`src/rtl/bc_polinomio.sv`:
```
// Sequencer for the R2 = A*x^2 + B*x + C datapath: drives the muxes, ULA op and load strobes.
// Optional BC_HOLD_DONE_EN: DONE is held while start stays high (level handshake).
module bc_polinomio #(
   parameter int unsigned ULA_LAT = 1
) (
   input  logic       clk,
   input  logic       rst,
   input  logic       start,
   output logic [1:0] M0,
   output logic [1:0] M1,
   output logic [1:0] M2,
   output logic       H,
   output logic       LX,
   output logic       LH,
   output logic       LS,
   output logic       busy,
   output logic       done
);

   typedef enum logic [2:0] {
      IDLE, LOAD_X, SQ, AX2, BX, SUM1, SUMC, DONE
   } state_t;

   localparam logic [3:0] LAT = 4'(ULA_LAT);

   state_t     state, state_nx, step_nx;
   logic [3:0] cnt, cnt_nx;
   logic       last, is_step, to_r2;
   logic [1:0] m0_c, m1_c, m2_c;
   logic       h_c, lx_c, lh_c, ls_c, busy_c, done_c;

   assign last = (cnt == LAT);

   always_ff @(posedge clk) begin
      if (rst) begin
         state <= IDLE;
         cnt   <= '0;
      end else begin
         state <= state_nx;
         cnt   <= cnt_nx;
      end
   end

   always_comb begin
      state_nx = state;
      step_nx  = IDLE;
      cnt_nx   = '0;
      is_step  = 1'b0;
      to_r2    = 1'b0;
      m0_c     = 2'b00;
      m1_c     = 2'b00;
      m2_c     = 2'b00;
      h_c      = 1'b0;
      lx_c     = 1'b0;
      lh_c     = 1'b0;
      ls_c     = 1'b0;
      busy_c   = 1'b0;
      done_c   = 1'b0;
      unique case (state)
         IDLE: begin
            if (start) state_nx = LOAD_X;
         end
         LOAD_X: begin
            lx_c     = 1'b1;
            busy_c   = 1'b1;
            state_nx = SQ;
         end
         SQ: begin
            is_step = 1'b1;
            m1_c    = 2'b01;
            h_c     = 1'b1;
            step_nx = AX2;
         end
         AX2: begin
            is_step = 1'b1;
            m0_c    = 2'b01;
            m2_c    = 2'b11;
            h_c     = 1'b1;
            step_nx = BX;
         end
         BX: begin
            is_step = 1'b1;
            m0_c    = 2'b10;
            h_c     = 1'b1;
            to_r2   = 1'b1;
            step_nx = SUM1;
         end
         SUM1: begin
            is_step = 1'b1;
            m1_c    = 2'b10;
            m2_c    = 2'b11;
            step_nx = SUMC;
         end
         SUMC: begin
            is_step = 1'b1;
            m0_c    = 2'b11;
            m2_c    = 2'b11;
            to_r2   = 1'b1;
            step_nx = DONE;
         end
         DONE: begin
            done_c = 1'b1;
`ifdef BC_HOLD_DONE_EN
            state_nx = start ? DONE : IDLE;
`else
            state_nx = IDLE;
`endif
         end
         default: state_nx = IDLE;
      endcase
      // Selects are held for the whole step; the strobe fires on its last cycle.
      if (is_step) begin
         busy_c = 1'b1;
         if (last) begin
            state_nx = step_nx;
            lh_c     = !to_r2;
            ls_c     = to_r2;
         end else begin
            cnt_nx = cnt + 4'd1;
         end
      end
   end

   // Reset masks everything so an abort never leaks a strobe or done.
   assign M0   = rst ? 2'b00 : m0_c;
   assign M1   = rst ? 2'b00 : m1_c;
   assign M2   = rst ? 2'b00 : m2_c;
   assign H    = !rst && h_c;
   assign LX   = !rst && lx_c;
   assign LH   = !rst && lh_c;
   assign LS   = !rst && ls_c;
   assign busy = !rst && busy_c;
   assign done = !rst && done_c;

endmodule

```
`config.mk`:
```
export PLATFORM = sky130hd
export DESIGN_NAME = bc_polinomio
export DESIGN_NICKNAME = d
export VERILOG_FILES = /design/src/rtl/bc_polinomio.sv
export SDC_FILE = /design/constraint.sdc
export NUM_CORES = 1
export LEC_CHECK = 0
export BUFFER_PORTS_ARGS = -buffer_cell sky130_fd_sc_hd__buf_4
export CAP_MARGIN = 20
export CELL_PAD_IN_SITES_DETAIL_PLACEMENT = 1
export CELL_PAD_IN_SITES_GLOBAL_PLACEMENT = 1
export CORE_UTILIZATION = 32
export CTS_CLUSTER_SIZE = 40
export DETAILED_ROUTE_END_ITERATION = 12
export GPL_ROUTABILITY_DRIVEN = 0
export HOLD_SLACK_MARGIN = 0.03
export PLACE_DENSITY = 0.79
export SYNTH_ARGS = -nofsm -noshare
export SYNTH_HDL_FRONTEND = slang
export SYNTH_SLANG_ARGS = --single-unit
```
`constraint.sdc`:
```
create_clock -name clk -period 1.82 [get_ports clk]
set_input_delay 0.364 -clock clk [delete_from_list [all_inputs] [get_ports clk]]
set_output_delay 0.364 -clock clk [all_outputs]
set_load 0.01 [all_outputs]
```
==> flow_metrics.env, run 1 <==
export IMPL_vias=494
export IMPL_synth_cell_types=26
export IMPL_register_area_um2=151
export IMPL_core_area_um2=1300
export IMPL_antenna_cells=0
export IMPL_die_area_um2=1550
export IMPL_hold_depth=2
export IMPL_avgSynthCellArea_um2=8.00
export IMPL_dp_slack_ns=0.128
export IMPL_violations="negative setup slack"
export IMPL_worst_setup_path_start_kind="flop"
export IMPL_synth_seq_cells=7
export IMPL_drive_above_1_share=0.597
export IMPL_whs_ns=0.351
export IMPL_cts_root_buf="clkbuf_4"
export IMPL_vias_per_cell=5.37
export IMPL_run_status="finished, violations left"
export IMPL_tightest_slew_ns=0.293
export IMPL_globalRouteTotalUtil=0.222
export IMPL_start_util=0.344
export IMPL_cp_end_kind="output port"
export IMPL_period_share=1.04
export IMPL_cp_required_ns=1.46
export IMPL_area_growth_pct=60.1
export IMPL_ir_worst_vdd_mv=0.383
export IMPL_arrival_ns=1.52
export IMPL_multi_input_area_um2=340
export IMPL_antenna_found_initial=0
export IMPL_fin_crit_ns=1.89
export IMPL_syn_inst=56
export IMPL_drv_cap=0
export IMPL_met1_usage=0.254
export IMPL_async_flop_share=0
export IMPL_gr_usage_met3=0.0682
export IMPL_grt_busiest_layer="met2"
export IMPL_met2_usage=0.381
export IMPL_hpwlAfterDp_um=809
export IMPL_synth_net_count=61
export IMPL_fin_nets=83
export IMPL_antenna_left=0
export IMPL_clk_latency_ns=0.26
export IMPL_rsz0062_at_grt="true"
export IMPL_rows=13
export IMPL_path_class="flop to output port"
export IMPL_drv_slew=0
export IMPL_p_total_uw=491
export IMPL_first_iter_violations=8
export IMPL_power_density_nw_per_um2=685
export IMPL_cts_tree="yes"
export IMPL_cts_sinks=7
export IMPL_hp_class="primary input to flop"
export IMPL_ys_flop_type="dfxtp_1"
export IMPL_yosysTopAreaCellShare=0.313
export IMPL_wl_mm=1.54
export IMPL_leakage_nw=0.305
export IMPL_grt_pass1_vias=463
export IMPL_synth_seq_area_share=0.313
export IMPL_die_width_um=39.4
export IMPL_reg2reg_depth=6
export IMPL_hold_viol_final=0
export IMPL_clk_pin_slew_worst_paths_ns=0.06
export IMPL_synth_area_um2=448
export IMPL_final_setup_viol_count=2
export IMPL_port_buffers=14
export IMPL_htreeDepth=1
export IMPL_wl_per_cell_um=16.7
export IMPL_clockBufferDepth=2
export IMPL_overflow=0
export IMPL_synth_top_cell_by_area="dfxtp_1"
export IMPL_grt_max_degree=12
export IMPL_numCtsBuffers=3
export IMPL_ios=15
export IMPL_die_h_um=39.4
export IMPL_grt_pass1_wl_mm=2.24
export IMPL_clock_skew_ns=0.00771
export IMPL_fmax_mhz=530
export IMPL_post_route_drc_count=0
export IMPL_fillers=151
export IMPL_ys_warn_count=0
export IMPL_worst_path_max_fanout=6
export IMPL_maxSlewHeadroom=0.804
export IMPL_layout_setup_ws_ns=-0.0676
export IMPL_synth_edf_count=0
export IMPL_drt_pass1_iter_count=5
export IMPL_synth_area_top_cells="dfxtp_1, nor3_1, ha_1, nand2b_1, nor2_1"
[sequential cells by signal (all words and copies together), names as in the netlist]
| register | flops |
|---|---|
| cnt | 4 |
| state | 3 |
[metrics by stage]
stage	util	std cells	TNS (ns)	cell area, µm²
6_report	0.551	92	-0.118	717
3_3_place_gp	0.450	85	0	586
5_1_grt	0.551	92	-0.196	717
2_1_floorplan	-	56	0	448
3_5_place_dp	0.450	85	0	586
4_1_cts	0.518	92	-0.0129	674
[metal layers]
metal,part of all wire,wire length (µm)
met5,0,0
met3,0.046,71
met2,0.50,769
met1,0.43,657
met4,0.024,37
[timing repair]
action | in CTS | in global routing
pin swaps | 2 | 1
hold buffers | 0 | 0
buffers inserted | 3 | 0
resized for setup | 11 | 10
setup endpoints to repair | 4 | 5
[cell usage after synthesis, types with 2 or more instances]
library cell and count:
or3_1 2, a21oi_1 3, nand2b_1 4, nor2_1 5, nor3_1 6, xor2_1 2, ha_1 2, nor3b_1 2
buf_4 2, dfxtp_1 7, nand2_1 4, clkbuf_1 3
[cell usage in the layout (no fill, tap or decap), types with 2 or more instances in the layout]
cell type / netlist / final
nor3_1: 6 / 4
nand2b_4: 0 / 3
dfxtp_1: 7 / 2
dfxtp_4: 0 / 2
buf_4: 2 / 22
clkbuf_4: 0 / 3
nor2_1: 5 / 5
nor3_2: 0 / 2
xor2_1: 2 / 2
a21oi_1: 3 / 2
dfxtp_2: 0 / 3
nand2_1: 4 / 4
[kinds of logic after synthesis]
group / share of synthesized area
XOR/XNOR: 0.0587
multiplexers: 0.0251
buffers and inverters: 0.0782
adder cells (fa/ha/maj): 0.0559
AND/OR/NAND/NOR: 0.385
AO/OA/AOI/OAI: 0.0838
flip-flops: 0.313
[report_power, final]
group | total [mW] | switching [mW] | internal [mW]
registers | 0.180 | 0.0155 | 0.165
clock network | 0.150 | 0.0656 | 0.0842
logic | 0.161 | 0.0783 | 0.0829
total | 0.491 | 0.159 | 0.332
[worst max-delay path, cell delays in order (launching register included)]
cell and delay, ns:
dfxtp_2 0.35, and3_1 0.19, or3_4 0.37, nor3b_2 0.20, buf_4 0.15
[cell type report]
| class | instances | share of cell area |
|---|---|---|
| Multi-Input combinational cell | 42 | 0.475 |
| Timing Repair Buffer | 23 | 0.246 |
| Sequential cell | 7 | 0.211 |
| Clock buffer | 4 | 0.0366 |
| Tap cell | 15 | 0.0262 |
| Inverter | 1 | 0.00524 |
[final timing paths]
path / end / slack, ns / startpoint
worst max-delay path: LH / -0.07 / state[1]
worst max register to register: state[1] / 0.09 / cnt[1]
worst min-delay path: state[2] / 0.35 / rst
worst min register to register: cnt[1] / 0.56 / cnt[0]
(Power assumes the default switching activity.)
==> run 2: changes to the inputs <==
--- a/config.mk
+++ b/config.mk
@@ -15,6 +15,7 @@
 export GPL_ROUTABILITY_DRIVEN = 0
 export HOLD_SLACK_MARGIN = 0.03
 export PLACE_DENSITY = 0.79
+export SKIP_CTS_REPAIR_TIMING = 1
 export SYNTH_ARGS = -nofsm -noshare
 export SYNTH_HDL_FRONTEND = slang
 export SYNTH_SLANG_ARGS = --single-unit
==> flow_metrics.env, run 2 (synthesized netlist as in run 1, its figures left out) <==
export IMPL_fin_crit_ns=1.86
export IMPL_mostFrequentLayoutCell="buf_4"
export IMPL_die_area_um2=1550
export IMPL_fin_nets=83
export IMPL_vias=491
export IMPL_drt_pass1_iter_count=4
export IMPL_hold_viol_final=0
export IMPL_largest_reg_flops=4
export IMPL_vias_per_cell=5.34
export IMPL_dp_slack_ns=0.128
export IMPL_wl_per_cell_um=17.2
export IMPL_overflow=0
export IMPL_design_area_um2=706
export IMPL_grt_pass1_vias=376
export IMPL_clk_latency_ns=0.25
export IMPL_cp_required_ns=1.46
export IMPL_post_route_drc_count=0
export IMPL_hpwlAfterDp_um=809
export IMPL_antenna_found_initial=0
export IMPL_tightest_slew_ns=0.305
export IMPL_final_setup_viol_count=2
export IMPL_place_area_um2=586
export IMPL_rows=13
export IMPL_cpLargestDelayFamily="simple AND/OR/NAND/NOR gates"
export IMPL_globalRouteTotalUtil=0.164
export IMPL_run_status="finished, violations left"
export IMPL_maxSlewHeadroom=0.796
export IMPL_die_h_um=39.4
export IMPL_worst_path_max_fanout=5
export IMPL_whs_ns=0.363
export IMPL_layout_setup_ws_ns=-0.0403
export IMPL_fmax_mhz=538
export IMPL_cts_tree="yes"
export IMPL_power_density_nw_per_um2=691
export IMPL_core_area_um2=1300
export IMPL_start_util=0.344
export IMPL_hp_class="primary input to flop"
export IMPL_antenna_left=0
export IMPL_clockBufferDepth=2
export IMPL_grt_max_degree=12
export IMPL_port_buffers=14
export IMPL_drv_cap=0
export IMPL_cp_end_kind="output port"
export IMPL_grt_pass1_wl_mm=1.65
export IMPL_path_cells="and3_1 > or3_4 > nor3b_2 > buf_4"
export IMPL_cts_sinks=7
export IMPL_cts_root_buf="clkbuf_4"
export IMPL_first_iter_violations=4
export IMPL_cp_slowest_stage_delay_ns=0.37
export IMPL_drive_above_1_share=0.571
export IMPL_arrival_ns=1.50
export IMPL_reg_top3="cnt x4, state x3"
export IMPL_violations="negative setup slack"
export IMPL_wl_mm=1.58
export IMPL_die_width_um=39.4
export IMPL_numCtsBuffers=3
export IMPL_antenna_cells=0
export IMPL_ir_worst_vdd_mv=0.332
export IMPL_area_growth_pct=57.5
export IMPL_leakage_nw=0.298
export IMPL_layout_common_cells="buf_4, nor2_1, nor3_1, nand2_1"
export IMPL_slowest_stage="or3_4"
export IMPL_worst_setup_path_start_kind="flop"
export IMPL_path_class="flop to output port"
export IMPL_setup_tns_ns=-0.0788
export IMPL_largest_register="cnt"
export IMPL_period_share=1.02
export IMPL_path_buf_inv=1
export IMPL_rsz0062_at_grt="true"
export IMPL_ios=15
export IMPL_clock_skew_ns=0.00564
export IMPL_htreeDepth=1
export IMPL_clk_pin_slew_worst_paths_ns=0.06
export IMPL_drv_slew=0
==> run 2: cell type report <==
type | instances | area [µm²]
fillers | 157 | 596
multi-input cells | 42 | 333
repair buffers | 23 | 176
flip-flops and latches | 7 | 148
clock buffers | 4 | 26.3
well taps | 15 | 18.8
inverters | 1 | 3.75
==> run 2: power breakdown <==
group / leakage (nW) / internal [mW] / switching, mW
Combinational: 0.224 / 0.0836 / 0.0788
Sequential: 0.0591 / 0.164 / 0.0174
Clock: 0.0150 / 0.0838 / 0.0593
Total: 0.298 / 0.332 / 0.156
==> run 2: final timing paths <==
kind,from,end,slack [ns],cells past startpoint
max,state[1],LH,-0.04,4
min reg2reg,cnt[0],cnt[0],0.58,2
min,rst,state[2],0.36,2
max reg2reg,cnt[1],state[1],0.08,6
==> run 2: per-stage QoR <==
stage                      util  power (mW)  instances
after global routing      0.542       0.523         92
after floorplan               -       0.257         56
after detailed placement  0.450       0.304         85
final                     0.542       0.487         92
after CTS                 0.470       0.453         89
after global placement    0.450       0.302         85
==> run 2: layer usage <==
metal | share of wire | global-route usage | wire [µm]
met4 | 0.010 | 0.0776 | 16
met3 | 0.025 | 0.0682 | 39
met5 | 0 | 0 | 0
met2 | 0.50 | 0.238 | 794
met1 | 0.46 | 0.204 | 729
